--- config.mk ---
export PLATFORM = sky130hd
export DESIGN_NAME = flit_arbiter
export DESIGN_NICKNAME = d
export VERILOG_FILES = /design/src/rtl/flit_arbiter.sv
export SDC_FILE = /design/constraint.sdc
export NUM_CORES = 1
export LEC_CHECK = 0
export CORE_MARGIN = 2
export CORE_UTILIZATION = 32
export DETAILED_ROUTE_END_ITERATION = 10
export GPL_ROUTABILITY_DRIVEN = 0
export PLACE_DENSITY = 0.95
export SETUP_SLACK_MARGIN = 0.4
export SLEW_MARGIN = 20
export SYNTH_ARGS = -nofsm -noshare
export SYNTH_HDL_FRONTEND = slang
export SYNTH_SLANG_ARGS = --single-unit
--- constraint.sdc ---
create_clock -name clk -period 5 [get_ports clk]
set_clock_uncertainty 0.2 [all_clocks]
set_input_delay 1 -clock clk [delete_from_list [all_inputs] [get_ports clk]]
set_output_delay 1 -clock clk [all_outputs]
set_load 0.01 [all_outputs]
--- src/rtl/flit_arbiter.sv ---
// Wormhole flit arbiter: round-robin port selection, lock held for a whole packet,
// with an idle-lock timeout that aborts a stalled owner.

package types;
    typedef enum logic [1:0] {
        NOPE = 2'd0,
        HEAD = 2'd1,
        BODY = 2'd2,
        TAIL = 2'd3
    } flittype_t;

    typedef struct packed {
        flittype_t  flittype;
        logic [3:0] dest;
    } header_t;

    typedef struct packed {
        header_t     header;
        logic [31:0] payload;
    } flit_t;
endpackage

module flit_arbiter #(
    parameter int unsigned NUM_PORTS    = 4,
    parameter int unsigned LOCK_TIMEOUT = 64
) (
    input  logic                 clk,
    input  logic                 rst,
    input  types::flit_t         in_flit [NUM_PORTS],
    input  logic [NUM_PORTS-1:0] in_valid,
    output logic [NUM_PORTS-1:0] in_ready,
    output types::flit_t         out_flit,
    output logic                 out_valid,
    input  logic                 out_ready,
    output logic [NUM_PORTS-1:0] grant,
    output logic                 timeout_err
);
    localparam int unsigned PW = (NUM_PORTS > 1) ? $clog2(NUM_PORTS) : 1;
    localparam int unsigned CW = $clog2(LOCK_TIMEOUT + 1);

    typedef enum logic {
        IDLE   = 1'b0,
        LOCKED = 1'b1
    } state_t;

    state_t          state;
    logic [PW-1:0]   owner;
    logic [PW-1:0]   last_grant;
    logic [PW-1:0]   winner;
    logic [CW-1:0]   cnt;
    logic            xfer;
    logic            last_flit;

    // Round-robin pick: first valid port after last_grant, wrapping; last_grant itself lowest.
    always_comb begin : rr_pick
        logic [PW-1:0] idx;
        logic          found;
        idx    = '0;
        found  = 1'b0;
        winner = last_grant;
        for (int unsigned i = 1; i <= NUM_PORTS; i++) begin
            idx = PW'((32'(last_grant) + i) % NUM_PORTS);
            if (!found && in_valid[idx]) begin
                winner = idx;
                found  = 1'b1;
            end
        end
    end

    // Owner's flit passes straight through to the router while locked.
    always_comb begin : datapath
        out_flit  = '0;
        out_valid = 1'b0;
        in_ready  = '0;
        if (state == LOCKED) begin
            out_flit        = in_flit[owner];
            out_valid       = in_valid[owner];
            in_ready[owner] = out_ready;
        end
    end

    assign xfer      = out_valid & out_ready;
    assign last_flit = (out_flit.header.flittype == types::TAIL) ||
                       (out_flit.header.flittype == types::NOPE);

    always_ff @(posedge clk) begin
        if (rst) begin
            state       <= IDLE;
            grant       <= '0;
            owner       <= '0;
            last_grant  <= PW'(NUM_PORTS - 1);
            cnt         <= '0;
            timeout_err <= 1'b0;
        end else begin
            timeout_err <= 1'b0;
            if (state == IDLE) begin
                if (|in_valid) begin
                    state <= LOCKED;
                    owner <= winner;
                    grant <= NUM_PORTS'(1) << winner;
                    cnt   <= '0;
                end
            end else if (xfer) begin
                cnt <= '0;
                if (last_flit) begin
                    state      <= IDLE;
                    grant      <= '0;
                    last_grant <= owner;
                end
            end else if (cnt == CW'(LOCK_TIMEOUT - 1)) begin
                // This idle cycle brings the counter to LOCK_TIMEOUT: abandon the packet.
                state       <= IDLE;
                grant       <= '0;
                last_grant  <= owner;
                cnt         <= '0;
                timeout_err <= 1'b1;
            end else begin
                cnt <= cnt + CW'(1);
            end
        end
    end
endmodule
# Word level (Yosys, flattened, before mapping)
# Cells that the tools add are included.
[word_totals] mem_bits_ro=0 latchBits=0 ram_bits=0 memories=0 regBits=17 output_inout_bits=48 word_cells=87 inputBits=159
[op_classes] addsub=5 bitwise=4 mux=43 div=0 n_reduce_logical=16 magnitude_cmp=7 n_mul=0 n_eq_ne=5 n_shift=1
[ops] op="2-to-1 mux 38 bit" n=3
[ops] op="binary-select mux 38 bit (select 2 bit)" n=1
[ops] op="2-to-1 mux 7 bit" n=4
[ops] op="2-to-1 mux 4 bit" n=6
[ops] op="2-to-1 mux 1 bit" n=16
[ops] op="< comparator 2 x 3 -> 1 bit, second input constant" n=5
[ops] op="2-to-1 mux 2 bit" n=7
[ops] op="binary-select mux 1 bit (select 2 bit)" n=5
[ops] op="adder 7 x 1 -> 7 bit, second input constant" n=1
[ops] op="equality test 7 x 6 -> 1 bit, second input constant" n=1
[ops] op="AND reduction 3 bit" n=2
[ops] op="adder 2 x 1 -> 2 bit, second input constant" n=2
[ops] op="adder 2 bit, second input constant" n=2
[ops] op="bitwise AND 4 bit" n=1
[ops] op="logical AND 1 bit" n=4
[ops] op="nonzero test 2 bit" n=2
[ops] op="OR reduction 4 bit" n=1
[ops] op="left shift 1 x 2 -> 4 bit, first input constant" n=1
[ops] op="greater-or-equal comparator 3 bit, second input constant" n=1
[ops] op="zero test 1 bit" n=3
[ops] op="inequality test 3 x 1 -> 1 bit, second input constant" n=1
[ops] op="inequality test 3 x 2 -> 1 bit, second input constant" n=1
[ops] op="NOT 2 -> 3 bit" n=1
[ops] op="OR reduction 3 bit" n=1
[ops] op="9 further kinds" n=9

# Longest topological paths before layout
[logic_depth] word_depth=16 depth_mapped=7 ltp_nobuf=6

# Worst setup path after synthesis
# No wires, ideal clock.
[synth_path] kind="in2out" from="input in_valid[3]" to="output out_valid" slack_ns=2.119 path_stages=2 n_path_buf=0 t_required_ns=3.800 arrival_ns=1.681 path_cell_list="mux4_2 and2_1"
[synth_via] elab_chain_len=3
[synth_rtl] item="start, declared" line_no="30" rtl="input logic [NUM_PORTS-1:0] in_valid,"
[synth_rtl] item="binary-select mux 1 bit (select 2 bit)" line_no="77" rtl="out_valid = in_valid[owner];"
[synth_rtl] item="2-to-1 mux 1 bit (implied by the code)" line_no="77"
[synth_rtl] item="2-to-1 mux 1 bit" line_no="75" rtl="if (state == LOCKED) begin"
[synth_rtl] item="end, declared" line_no="33" rtl="output logic out_valid,"
# Every way passes these cells. The select of a mux whose other input is x is not followed.

# Worst setup path after layout
[layout_path] from="input in_valid[1]" to="output out_valid"
# The elaborated chain is that of the path after synthesis.

==> reports/metrics.cfg <==
[outcome]
outcome=complete, no violations

[global_route]
first_global_vias=2650
grtUsageMet1=0.302
grt_max_degree=33
antenna_found_initial=0
grtUsageMet2=0.474
use_met3=0.0623
grt_overflow_total=0
grt_pass1_wl_um=14500
grt_use_total=0.264
grt.busiest_layer=met2

[power]
power.internal_mw=0.488
leakage_nw=1.46
switching_share=0.297
sequentialPowerShare=0.237
power_frac_comb=0.616
p_total_mw=0.694
power.density_nw_per_um2=165
clkPwrFrac=0.147
switchingPower_mw=0.207
peakVddDrop_uv=181

[cells_and_area]
antennaDiodeCount=0
instances_no_fill=469
fin_area_sq_um=4200
nNetsFinal=553
drive_above_1_share=0.125
postLayoutCoreUtil=0.673
syn2layout_area_growth_pct=106

[floorplan]
die_area_sq_um=7030
core_area_sq_um=6240
io_pins=207
die_x_um=83.9
floorplan.initialDensity=0.327
fp-row-count=29
die_y_um=83.9

[placed_design]
dp_hpwl_um=8020
portBuffers=206
placed_area_sq_um=4160
dp_cells=465

[yosys]
synth.area.top_cells=mux4_2, dfxtp_1, and2_1, nor2_1, clkbuf_1
synth-main-ff-cell=dfxtp_1
syn_nets=357
ys_ff_latch=17
synth_warnings=0
synth_top_area_cell=mux4_2
synthTopCellsByCount=and2_1, mux4_2, dfxtp_1, nor2_1, clkbuf_1
synth_edf_count=0
yosysMostFrequentCell=and2_1
yosysSeqAreaShare=0.167
syn_inst=197
synth_top_area_share=0.430
avgSynthCellArea_sq_um=10.4
syn_area_sq_um=2040
ys_types=36
async_flop_share=0

[clock_tree]
clkTransAtPathRegs_ps=60
clock_latency_ps=250
cts_hold_buffers=0
root_buffer=clkbuf_8
numCtsBuffers=3
postCtsResizedCells=0
cts.htree.levels=1
clk_path_buf_depth=2
cts_tree=built
cts_sinks=17
cts_setup_buffers=0

[detailed_routing]
ant_nets=0
dr.first_iter.drc_count=85
dr.pass1.iters=5
viasPerCell=5.39
drc=0
drt-wirelength-per-cell_um=20.4
routed_wl_um=9560
vias=2528

[critical_path]
endpoint_kind=output pin
crit_path_max_incr_delay_ps=550
path_class=primary input to output pin
critical_path_arrival_ps=2720
required_ps=3800
crit_path_start_kind=primary input
cp_cell_sequence=clkdlybuf4s50_1 > mux4_2 > and2_1 > clkdlybuf4s50_1
critPathMostFrequentCell=clkdlybuf4s50_1
slowest_stage=mux4_2
critical_path_peak_fanout=5

[sta]
max_slew.worst_pin.slew_ps=838
drv_slew=0
finalSetupTns_ps=0
fin_crit_ps=3920
max_freq_ghz=0.255
fin_crit_sh=0.783
hold_viol_final=0
finalSetupViolations=0
rsz0062_at_grt=no
slew_headroom=0.436

[worst_hold_path]
hp-class=flip-flop to flip-flop

[run]
maxCapViolCount=0

==> final cells by class <==
class,count,area [sq um]
timing repair buffer,209,2100
fill,473,2040
multi-input combinational,156,1600
sequential,17,343
tap,77,96.3
clock buffer,4,45.0
inverter,6,22.5
==> path summary, 6_finish.rpt <==
check,from,end,slack (ps),cells after the start
setup reg to reg,owner[0],grant[0],2210,6
setup / recovery,in_valid[1],out_valid,1080,4
hold reg to reg,cnt[6],cnt[6],270,1
hold / removal,cnt[6],cnt[6],270,1
==> routing by layer <==
metal / part of all wire / routed length, um
met1: 0.38 / 3620
met2: 0.51 / 4880
met3: 0.072 / 691
met4: 0.039 / 370
met5: 0 / 0
==> sequential cells by signal, indices dropped and copies added (netlist names) <==
name	count
grant	4
cnt	7
owner	2
state	1
timeout_err	1
last_grant	2
==> placed cells by master, fill, tap and decap left out, types with 2 or more instances in the layout <==
cell type	Yosys	final
clkdlybuf4s50_1	0	206
and2_1	40	40
mux4_2	39	39
nor2_1	17	17
dfxtp_1	17	15
nor3_1	8	8
inv_1	6	6
a21oi_1	6	6
o21ai_0	5	5
nand2_1	4	4
nand2b_1	4	4
o32ai_1	4	4
mux2i_1	3	3
clkbuf_8	0	3
nand3_1	2	2
nor4_1	2	2
a211oi_1	2	2
or3_1	2	2
and3_1	2	2
a311oi_1	2	2
dfxtp_2	0	2
buf_4	0	2
==> cells by family (layout without fill, tap and decap cells) <==
family,Yosys count,after routing,synth area share
simple gates,87,87,0.241
mux,42,42,0.445
compound gates,25,25,0.0865
buf+inv,24,219,0.0503
flops,17,17,0.167
fa+ha+maj,1,1,0.00613
xor+xnor,1,1,0.00429
==> worst max-delay path: cells and delay by family <==
kind	cells	cell delay, ps
muxes	1	550
buffers and inverters	2	980
and+or+nand+nor	1	190
==> power groups by stage <==
stage | sequential, mW | combinational [mW] | clock (mW)
2_1_floorplan | 0.150 | 0.203 | 0
3_3_place_gp | 0.168 | 0.417 | 0
3_5_place_dp | 0.168 | 0.426 | 0
4_1_cts | 0.166 | 0.429 | 0.104
5_1_grt | 0.167 | 0.451 | 0.110
6_report | 0.165 | 0.428 | 0.102
==> through the flow <==
step	hold WS [ps]	setup slack, ps
2_1_floorplan	250	2120
3_3_place_gp	259	1150
3_5_place_dp	267	1090
4_1_cts	276	1090
5_1_grt	291	1040
6_report	271	1080
Note: power is estimated with default switching activity, not from simulation.
